[src/rtl/wb_timer_pkg.sv]
// Shared definitions for the Wishbone machine timer: register map,
// CTRL/STATUS bit positions, reset values and a byte-lane merge helper.
package wb_timer_pkg;

    typedef enum logic [2:0] {
        REG_MTIME_LO    = 3'd0,
        REG_MTIME_HI    = 3'd1,
        REG_MTIMECMP_LO = 3'd2,
        REG_MTIMECMP_HI = 3'd3,
        REG_CTRL        = 3'd4,
        REG_STATUS      = 3'd5
    } reg_off_e;

    localparam int CTRL_EN_BIT       = 0;
    localparam int CTRL_IRQ_EN_BIT   = 1;
    localparam int CTRL_RELOAD_LSB   = 16;
    localparam int STATUS_MATCH_BIT  = 0;
    localparam int STATUS_PEND_BIT   = 1;

    localparam logic [63:0] MTIME_RST    = 64'h0;
    localparam logic [63:0] MTIMECMP_RST = 64'hFFFF_FFFF_FFFF_FFFF;
    localparam logic [31:0] CTRL_RST     = 32'h0;

    // Replace only the bytes whose lane enable is set.
    function automatic logic [31:0] byte_merge(input logic [31:0] old_v,
                                               input logic [31:0] new_v,
                                               input logic [3:0]  sel);
        logic [31:0] res;
        res = old_v;
        for (int b = 0; b < 4; b++) begin
            if (sel[b]) begin
                res[8*b +: 8] = new_v[8*b +: 8];
            end
        end
        return res;
    endfunction

endpackage

[src/rtl/wb_timer_prescaler.sv]
// Down-counting prescaler: emits a one-cycle tick when it reaches zero
// while enabled, then reloads. Frozen while disabled; any CTRL write reloads.
module wb_timer_prescaler #(
    parameter int PRESCALE_WIDTH = 16
) (
    input  logic                      wb_clk,
    input  logic                      wb_rst_n,
    input  logic                      en,
    input  logic                      ctrl_wr,
    input  logic [PRESCALE_WIDTH-1:0] reload,
    output logic                      tick
);

    logic [PRESCALE_WIDTH-1:0] count_q;
    logic [PRESCALE_WIDTH-1:0] count_d;

    // Next count and tick; a CTRL write restarts the period from the new reload.
    always_comb begin
        tick    = en && (count_q == '0);
        count_d = count_q;
        if (ctrl_wr) begin
            count_d = reload;
        end else if (tick) begin
            count_d = reload;
        end else if (en) begin
            count_d = count_q - PRESCALE_WIDTH'(1);
        end
    end

    // Count register.
    always_ff @(posedge wb_clk or negedge wb_rst_n) begin
        if (!wb_rst_n) begin
            count_q <= '0;
        end else begin
            count_q <= count_d;
        end
    end

endmodule

[src/rtl/wb_timer.sv]
// Wishbone classic machine timer: 64-bit MTIME/MTIMECMP, prescaled tick,
// coherent HI read via shadow, sticky pending flag and level interrupt.
module wb_timer
    import wb_timer_pkg::*;
#(
    parameter int WB_DATA_WIDTH  = 32,
    parameter int PRESCALE_WIDTH = 16
) (
    input  logic                     wb_clk,
    input  logic                     wb_rst_n,
    input  logic [WB_DATA_WIDTH-1:0] s_wb_adr,
    input  logic [WB_DATA_WIDTH-1:0] s_wb_dat,
    input  logic [3:0]               s_wb_sel,
    input  logic                     s_wb_we,
    input  logic                     s_wb_cyc,
    output logic [WB_DATA_WIDTH-1:0] s_wb_rdt,
    output logic                     s_wb_ack,
    output logic                     o_timer_irq
);

    localparam logic [31:0] CTRL_MASK =
        (((32'd1 << PRESCALE_WIDTH) - 32'd1) << CTRL_RELOAD_LSB) | 32'h3;

    logic        ack_q, ack_d;
    logic [31:0] rdt_q, rdt_d;
    logic        irq_q, irq_d;
    logic [63:0] mtime_q, mtime_d;
    logic [63:0] cmp_q, cmp_d;
    logic [31:0] shadow_q, shadow_d;
    logic [31:0] ctrl_q, ctrl_d;
    logic        pend_q, pend_d;

    logic [2:0]  offset;
    logic        access;
    logic        wr_any;
    logic        ctrl_wr;
    logic        match;
    logic        tick;
    logic [31:0] rd_data;
    logic        unused_adr;

    assign offset     = s_wb_adr[4:2];
    assign unused_adr = ^{s_wb_adr[WB_DATA_WIDTH-1:5], s_wb_adr[1:0]};
    // An access completes on the edge that raises ack; back-to-back cyc alternates.
    assign access     = s_wb_cyc && !ack_q;
    assign wr_any     = access && s_wb_we && (s_wb_sel != 4'b0000);
    assign ctrl_wr    = wr_any && (offset == REG_CTRL);
    assign match      = (mtime_q >= cmp_q);

    assign s_wb_ack    = ack_q;
    assign s_wb_rdt    = rdt_q;
    assign o_timer_irq = irq_q;

    wb_timer_prescaler #(
        .PRESCALE_WIDTH (PRESCALE_WIDTH)
    ) u_prescaler (
        .wb_clk   (wb_clk),
        .wb_rst_n (wb_rst_n),
        .en       (ctrl_q[CTRL_EN_BIT]),
        .ctrl_wr  (ctrl_wr),
        .reload   (ctrl_d[CTRL_RELOAD_LSB +: PRESCALE_WIDTH]),
        .tick     (tick)
    );

    // Read-data mux; HI returns the shadow captured by the last LO read.
    always_comb begin
        rd_data = 32'h0;
        case (offset)
            REG_MTIME_LO:    rd_data = mtime_q[31:0];
            REG_MTIME_HI:    rd_data = shadow_q;
            REG_MTIMECMP_LO: rd_data = cmp_q[31:0];
            REG_MTIMECMP_HI: rd_data = cmp_q[63:32];
            REG_CTRL:        rd_data = ctrl_q;
            REG_STATUS: begin
                rd_data[STATUS_MATCH_BIT] = match;
                rd_data[STATUS_PEND_BIT]  = pend_q;
            end
            default:         rd_data = 32'h0;
        endcase
    end

    // Next-state for bus response and registers; a bus write to MTIME beats a tick.
    always_comb begin
        ack_d    = access;
        rdt_d    = rdt_q;
        irq_d    = ctrl_q[CTRL_IRQ_EN_BIT] && match;
        mtime_d  = tick ? (mtime_q + 64'd1) : mtime_q;
        cmp_d    = cmp_q;
        shadow_d = shadow_q;
        ctrl_d   = ctrl_q;
        pend_d   = pend_q;

        if (access) begin
            rdt_d = rd_data;
            if (!s_wb_we && (offset == REG_MTIME_LO)) begin
                shadow_d = mtime_q[63:32];
            end
        end

        if (wr_any) begin
            case (offset)
                REG_MTIME_LO:
                    mtime_d = {mtime_q[63:32], byte_merge(mtime_q[31:0], s_wb_dat, s_wb_sel)};
                REG_MTIME_HI:
                    mtime_d = {byte_merge(mtime_q[63:32], s_wb_dat, s_wb_sel), mtime_q[31:0]};
                REG_MTIMECMP_LO:
                    cmp_d[31:0] = byte_merge(cmp_q[31:0], s_wb_dat, s_wb_sel);
                REG_MTIMECMP_HI:
                    cmp_d[63:32] = byte_merge(cmp_q[63:32], s_wb_dat, s_wb_sel);
                REG_CTRL:
                    ctrl_d = byte_merge(ctrl_q, s_wb_dat, s_wb_sel) & CTRL_MASK;
                REG_STATUS:
                    if (s_wb_sel[0] && s_wb_dat[STATUS_PEND_BIT]) begin
                        pend_d = 1'b0;
                    end
                default: ;
            endcase
        end

        // A match in the same cycle as the clear keeps PEND set.
        if (match) begin
            pend_d = 1'b1;
        end
    end

    // State registers.
    always_ff @(posedge wb_clk or negedge wb_rst_n) begin
        if (!wb_rst_n) begin
            ack_q    <= 1'b0;
            rdt_q    <= 32'h0;
            irq_q    <= 1'b0;
            mtime_q  <= MTIME_RST;
            cmp_q    <= MTIMECMP_RST;
            shadow_q <= 32'h0;
            ctrl_q   <= CTRL_RST;
            pend_q   <= 1'b0;
        end else begin
            ack_q    <= ack_d;
            rdt_q    <= rdt_d;
            irq_q    <= irq_d;
            mtime_q  <= mtime_d;
            cmp_q    <= cmp_d;
            shadow_q <= shadow_d;
            ctrl_q   <= ctrl_d;
            pend_q   <= pend_d;
        end
    end

endmodule

[config.mk]
export PLATFORM = sky130hd
export DESIGN_NAME = wb_timer
export DESIGN_NICKNAME = d
export VERILOG_FILES = /design/src/rtl/wb_timer_pkg.sv /design/src/rtl/wb_timer_prescaler.sv /design/src/rtl/wb_timer.sv
export SDC_FILE = /design/constraint.sdc
export NUM_CORES = 1
export LEC_CHECK = 0
export BUFFER_PORTS_ARGS = -buffer_cell sky130_fd_sc_hd__buf_2
export CAP_MARGIN = 20
export CORE_MARGIN = 2
export CORE_UTILIZATION = 40
export CTS_BUF_LIST = sky130_fd_sc_hd__clkbuf_8 sky130_fd_sc_hd__clkbuf_16
export DETAILED_ROUTE_END_ITERATION = 7
export PLACE_DENSITY_LB_ADDON = 0.3
export RECOVER_POWER = 25
export SYNTH_ARGS = -nofsm -noshare
export SYNTH_HDL_FRONTEND = slang
export SYNTH_SLANG_ARGS = --single-unit
[constraint.sdc]
create_clock -name wb_clk -period 8.4 [get_ports wb_clk]
set_input_delay 0.84 -clock wb_clk [delete_from_list [all_inputs] [get_ports wb_clk]]
set_output_delay 0.84 -clock wb_clk [all_outputs]
set_load 0.05 [all_outputs]
Yosys cells after proc, flatten, opt, wreduce, memory -nomap -nowiden
Cells that the tools add are included.
{"block": "classes", "muxes": 21, "magnitude_cmp": 1, "n_eq_ne": 15, "reduce_logical": 36, "addsub": 2}
{"cell": "one-hot mux 30 bit (5 select lines)", "n": 1}
{"cell": "2-to-1 mux 64 bit", "n": 2}
{"cell": "one-hot mux 64 bit (2 select lines)", "n": 1}
{"cell": "adder 64 x 1 -> 64 bit, second input constant", "n": 1}
{"cell": "greater-or-equal comparator 64 bit", "n": 1}
{"cell": "2-to-1 mux 32 bit", "n": 2}
{"cell": "2-to-1 mux 16 bit", "n": 3}
{"cell": "2-to-1 mux 8 bit", "n": 6}
{"cell": "AND reduction 3 bit", "n": 10}
{"cell": "!= test 3 bit, second input constant", "n": 8}
{"cell": "AND reduction 2 bit", "n": 9}
{"cell": "zero test 16 bit", "n": 1}
{"cell": "subtractor 16 x 1 -> 16 bit, second input constant", "n": 1}
{"cell": "one-hot mux 2 bit (6 select lines)", "n": 1}
{"cell": "logical AND 1 bit", "n": 8}
{"cell": "equality test 3 x 2 -> 1 bit, second input constant", "n": 2}
{"cell": "equality test 3 bit, second input constant", "n": 2}
{"cell": "nonzero test 2 bit", "n": 3}
{"cell": "2-to-1 mux 1 bit", "n": 4}
{"cell": "!= test 2 bit, second input constant", "n": 2}
{"cell": "nonzero test 4 bit", "n": 1}
{"cell": "equality test 3 x 1 -> 1 bit, second input constant", "n": 1}
{"cell": "zero test 3 bit", "n": 1}
{"cell": "nonzero test 3 bit", "n": 1}
{"cell": "other kinds (2)", "n": 3}
{"block": "totals", "register_bits": 229, "word_cells": 99}

Logic depth before layout (Yosys ltp)
{"block": "depth", "depth_word": 7, "mapped_depth": 10, "ltp_nobuf": 8}

By module
Synthesis repeated with hierarchy kept, for this count alone.
{"block": "unflattened", "cells_unflattened": 1253, "hier_area_um2": 13061.3}
{"mod": "wb_timer", "n_inst": 1, "seq_area_each_um2": 5410.2, "area_per_inst_um2": 11921.4, "cells_each": 1118}
{"mod": "wb_timer_prescaler", "n_inst": 1, "seq_area_each_um2": 400.4, "area_per_inst_um2": 1139.8, "cells_each": 135}

Least setup slack after synthesis
No wires, ideal clock.
{"block": "synth_path", "kind": "input to register", "startpoint": "input s_wb_sel[0]", "endpoint": "register mtime_q[24]", "n_path_buf": 1, "arrival_ns": 2.922, "setup_slack_ns": 5.409, "stages": 7, "t_required_ns": 8.331, "cell_sequence": "clkbuf_1 -> or4_1 -> and3_1 -> nor3_2 -> nand3_1 -> or4_1 -> nand3_1"}
{"block": "synth_between", "elab_chain_len": 4, "elab_cells_between_ends": 6, "cone_classes": "eq/ne: 2; mux: 1; reduce/logical: 3"}
{"item": "start, declared", "line": "wb_timer.sv:13", "text": "input logic [3:0] s_wb_sel,"}
{"item": "nonzero test 4 bit (*)", "line": "wb_timer.sv:46", "text": "assign wr_any = access && s_wb_we && (s_wb_sel != 4'b0000);"}
{"item": "logical AND 1 bit (*)", "line": "wb_timer.sv:46"}
{"item": "!= test 3 bit (no source line) or != test 2 bit (tied branches)"}
{"item": "AND reduction 2 bit (no source line)"}
{"item": "end signal, assigned", "line": "wb_timer.sv:141", "text": "mtime_q <= mtime_d;"}
{"item": "end, declared", "line": "wb_timer.sv:27", "text": "logic [63:0] mtime_q, mtime_d;"}
Every way passes the cells marked *; elsewhere a longest branch is shown, timed or not.
A chain may end at the register's enable or synchronous reset.

==> results_dict.tcl <==
set metrics [dict create \
    power_switching_share_pct 34.4 \
    design.die.area_um2 35400 \
    netSwitchingPower_mw 1.34 \
    number_of_global_route_vias_before_repair 11400 \
    timing.hold.ws_ps 357 \
    met3WireLength_mm 3.35 \
    tritoncts.num_buffers 27 \
    totalNegativeSetupSlack_ps 0 \
    rows 67 \
    ant_nets 0 \
    drc 0 \
    yosys.area.top_type "dfrtp_1" \
    postSynthRegisterBits 229 \
    internal_dissipation_mw 2.57 \
    netlist_area_before_placement_um2 13600 \
    synth.top_cell.area_share_pct 30.5 \
    final_min_period_over_clock_period_pct 51.7 \
    worst_ir_drop_vdd_mv 0.169 \
    synthesis.instances 1415 \
    route.detailed.vias_per_inst 6.09 \
    path_buf_inv 2 \
    cts_tree "done" \
    wl_met2_mm 20.0 \
    synth_ff_type "dfrtp_1" \
    critical_path.max_stage_delay_ps 2610 \
    worst-slew-pin-transition_ps 3650 \
    timing.fmax_mhz 230 \
    power_frac_clock_pct 33.1 \
    num_io_pins 106 \
    worst_path_dominant_cell_family "buffers and inverters" \
    grt_max_degree 112 \
    cp.arrival_ps 4150 \
    outcome "finished, violations left" \
    rsz0062_at_grt "no" \
    post_cts.repair.setup_buffers 0 \
    critical_path.max_fanout 111 \
    timing.critical_path.slowest_stage_cell "clkbuf_1" \
    cts.clk_slew.worst_paths_ps 60 \
    worst_clock_skew_ps 24.3 \
    yosys.cell_count.top_type "dfrtp_1" \
    leakage_power_nw 6.53 \
    yosys-top-cells-area "dfrtp_1 (30%), dfstp_2 (12%), mux2_2 (9.1%)" \
    pwr-share-comb_pct 25.5 \
    power_per_cell_area_nw_per_um2 253 \
    clk-insertion-delay-late_ps 560 \
    synthesis.nets 1553 \
    numClockSinks 229 \
    detail_route.iter0.violations 1020 \
    violations_in_the_final_reports "capacitance limit, slew limit" \
    crit_path_cell_trace "buf_8 -> clkbuf_1" \
    place_hpwl_mm 32.3 \
    count_of_flip_flops_with_a_built_in_enable_after_synthesis 0 \
    synth.avg_cell_area_um2 9.58 \
    core_um2 33400 \
    antenna_found_initial 0 \
    r2r_setup_slack_ps 4820 \
    synthDistinctLibCells 65 \
    flow.area_growth_from_synthesis_pct 13.9 \
    portBuffers 76 \
    layout_min_cycle_time_ps 4340 \
    end_kind "asynchronous set/reset pin" \
    cts_root_buffer_type "clkbuf_16" \
    routed-via-count 11900 \
    route.layer.met1.wl_mm 19.7 \
    drt-total-wl_mm 44.2 \
    effective_utilization_at_floorplan_pct 40.5 \
    drt-wirelength-per-cell_um 22.6 \
    fraction_of_final_layout_cells_with_drive_strength_greater_than_1_pct 22.9 \
    groute.usage.overall_pct 24.9 \
    seq_area_frac_synth_pct 42.9 \
    p_seq_share_pct 41.5 \
    post_cts_hold_buffer_count 0 \
    antenna_diodes 0 \
    die_width_um 188 \
    die_y_um 188 \
    highest_layer "met4" \
    grt_first_pass_wirelength_mm 68.3 \
    final_nets 1623 \
    gp_routability_congestion 0.984 \
    global_route_congestion_overflow_total 0 \
    yosys_warnings 0 \
    cts.path.max_buffers 3 \
    critPathRequiredTime_ps 8210 \
    drt_pre_antenna_iters 6 \
    setup_viol 0 \
    cap_violations 3 \
    startpoint_type "input port" \
    max_slew_margin_pct -143 \
    final_hold_violating_endpoints 0 \
    worstSetupPathType "input port to asynchronous set/reset pin" \
    share_of_async_settable_or_async_resettable_flops_after_synthesis_pct 100 \
    cts_max_level 1 \
    finalMaxSlewViolations 159 \
    postCtsResizedCells 0 \
    hold_path.class "input port to asynchronous set/reset pin" \
    synth_commonest_cells "dfrtp_1 (165), nand2_1 (163), mux2_2 (110), o21ai_0 (108), inv_1 (88)" \
]
## kinds of logic (layout without fill, tap and decap cells)
| family | Yosys count | count (layout) | synth area share (%) |
|---|---|---|---|
| compound gates | 325 | 325 | 15.2 |
| xor+xnor | 1 | 1 | 0.0646 |
| fa+ha+maj | 66 | 66 | 6.09 |
| simple gates | 503 | 503 | 18.3 |
| flops | 229 | 229 | 42.9 |
| buf+inv | 142 | 233 | 3.98 |
| mux | 149 | 149 | 13.5 |
## final cells by class
type,instances,area (µm²)
clock buffers,31,731
clock inverters,19,245
fillers,3187,18000
inverters,88,330
multi-input cells,1044,7230
flip-flops and latches,229,5810
well taps,448,561
repair buffers,95,531
## cell usage in the layout, fill, tap and decap left out, types with 6 or more instances in the layout
master,instances
dfrtp_1,165
nand2_1,163
mux2_2,110
o21ai_0,108
inv_1,93
nor2_1,83
a21oi_1,82
buf_2,76
nand3_1,66
ha_1,66
dfstp_2,64
nor3_1,43
nand4_1,35
clkbuf_16,27
mux2i_1,23
a221oi_1,21
nor4_1,20
and3_1,20
mux4_2,16
o31ai_1,15
a22o_1,15
or4_1,13
buf_4,13
or3_1,11
o211ai_1,10
nand2b_1,8
o22ai_1,8
a211oi_1,7
and4_1,7
a21o_1,6
bufinv_16,6
clkinv_2,6
## metrics by stage
stage	util, %	std cells	cell area [µm²]	total power, mW	setup WS, ps
after floorplan	-	1415	13600	2.26	5410
after global placement	43.2	1900	14400	2.58	4250
after detailed placement	43.2	1901	14400	2.62	4210
after CTS	46.1	1951	15400	3.91	4750
after global routing	46.1	1954	15400	4.12	3270
final	46.1	1954	15400	3.91	4060
## registers in the layout, summed over array words and instances, names as in the netlist
name                 count
cmp_q                   64
ctrl_q                  18
mtime_q                 64
o_timer_irq              1
pend_q                   1
s_wb_ack                 1
s_wb_rdt                32
shadow_q                32
u_prescaler.count_q     16
## path summary, 6_finish.rpt
check	from	endpoint	cells past startpoint
min	wb_rst_n	s_wb_rdt[3]	1
max reg2reg	cmp_q[61]	pend_q	7
min in group wb_clk	s_wb_rdt[19]	s_wb_rdt[19]	2
min reg2reg	s_wb_rdt[19]	s_wb_rdt[19]	2
max in group wb_clk	cmp_q[61]	pend_q	7
max	wb_rst_n	mtime_q[2]	2
## layer usage
metal	GRT usage, %	up-vias
li1	-	5429
met1	35.9	5939
met5	0	-
met4	7.57	0
met2	38.8	467
met3	3.37	67
## power by group through the flow
stage	Combinational [mW]	Sequential [mW]	Clock, mW
2_1_floorplan	0.635	1.62	0
3_3_place_gp	0.958	1.62	0
3_5_place_dp	0.986	1.63	0
4_1_cts	0.991	1.61	1.31
5_1_grt	1.11	1.66	1.35
6_report	0.995	1.62	1.29
Note: power is estimated with default switching activity, not from simulation.
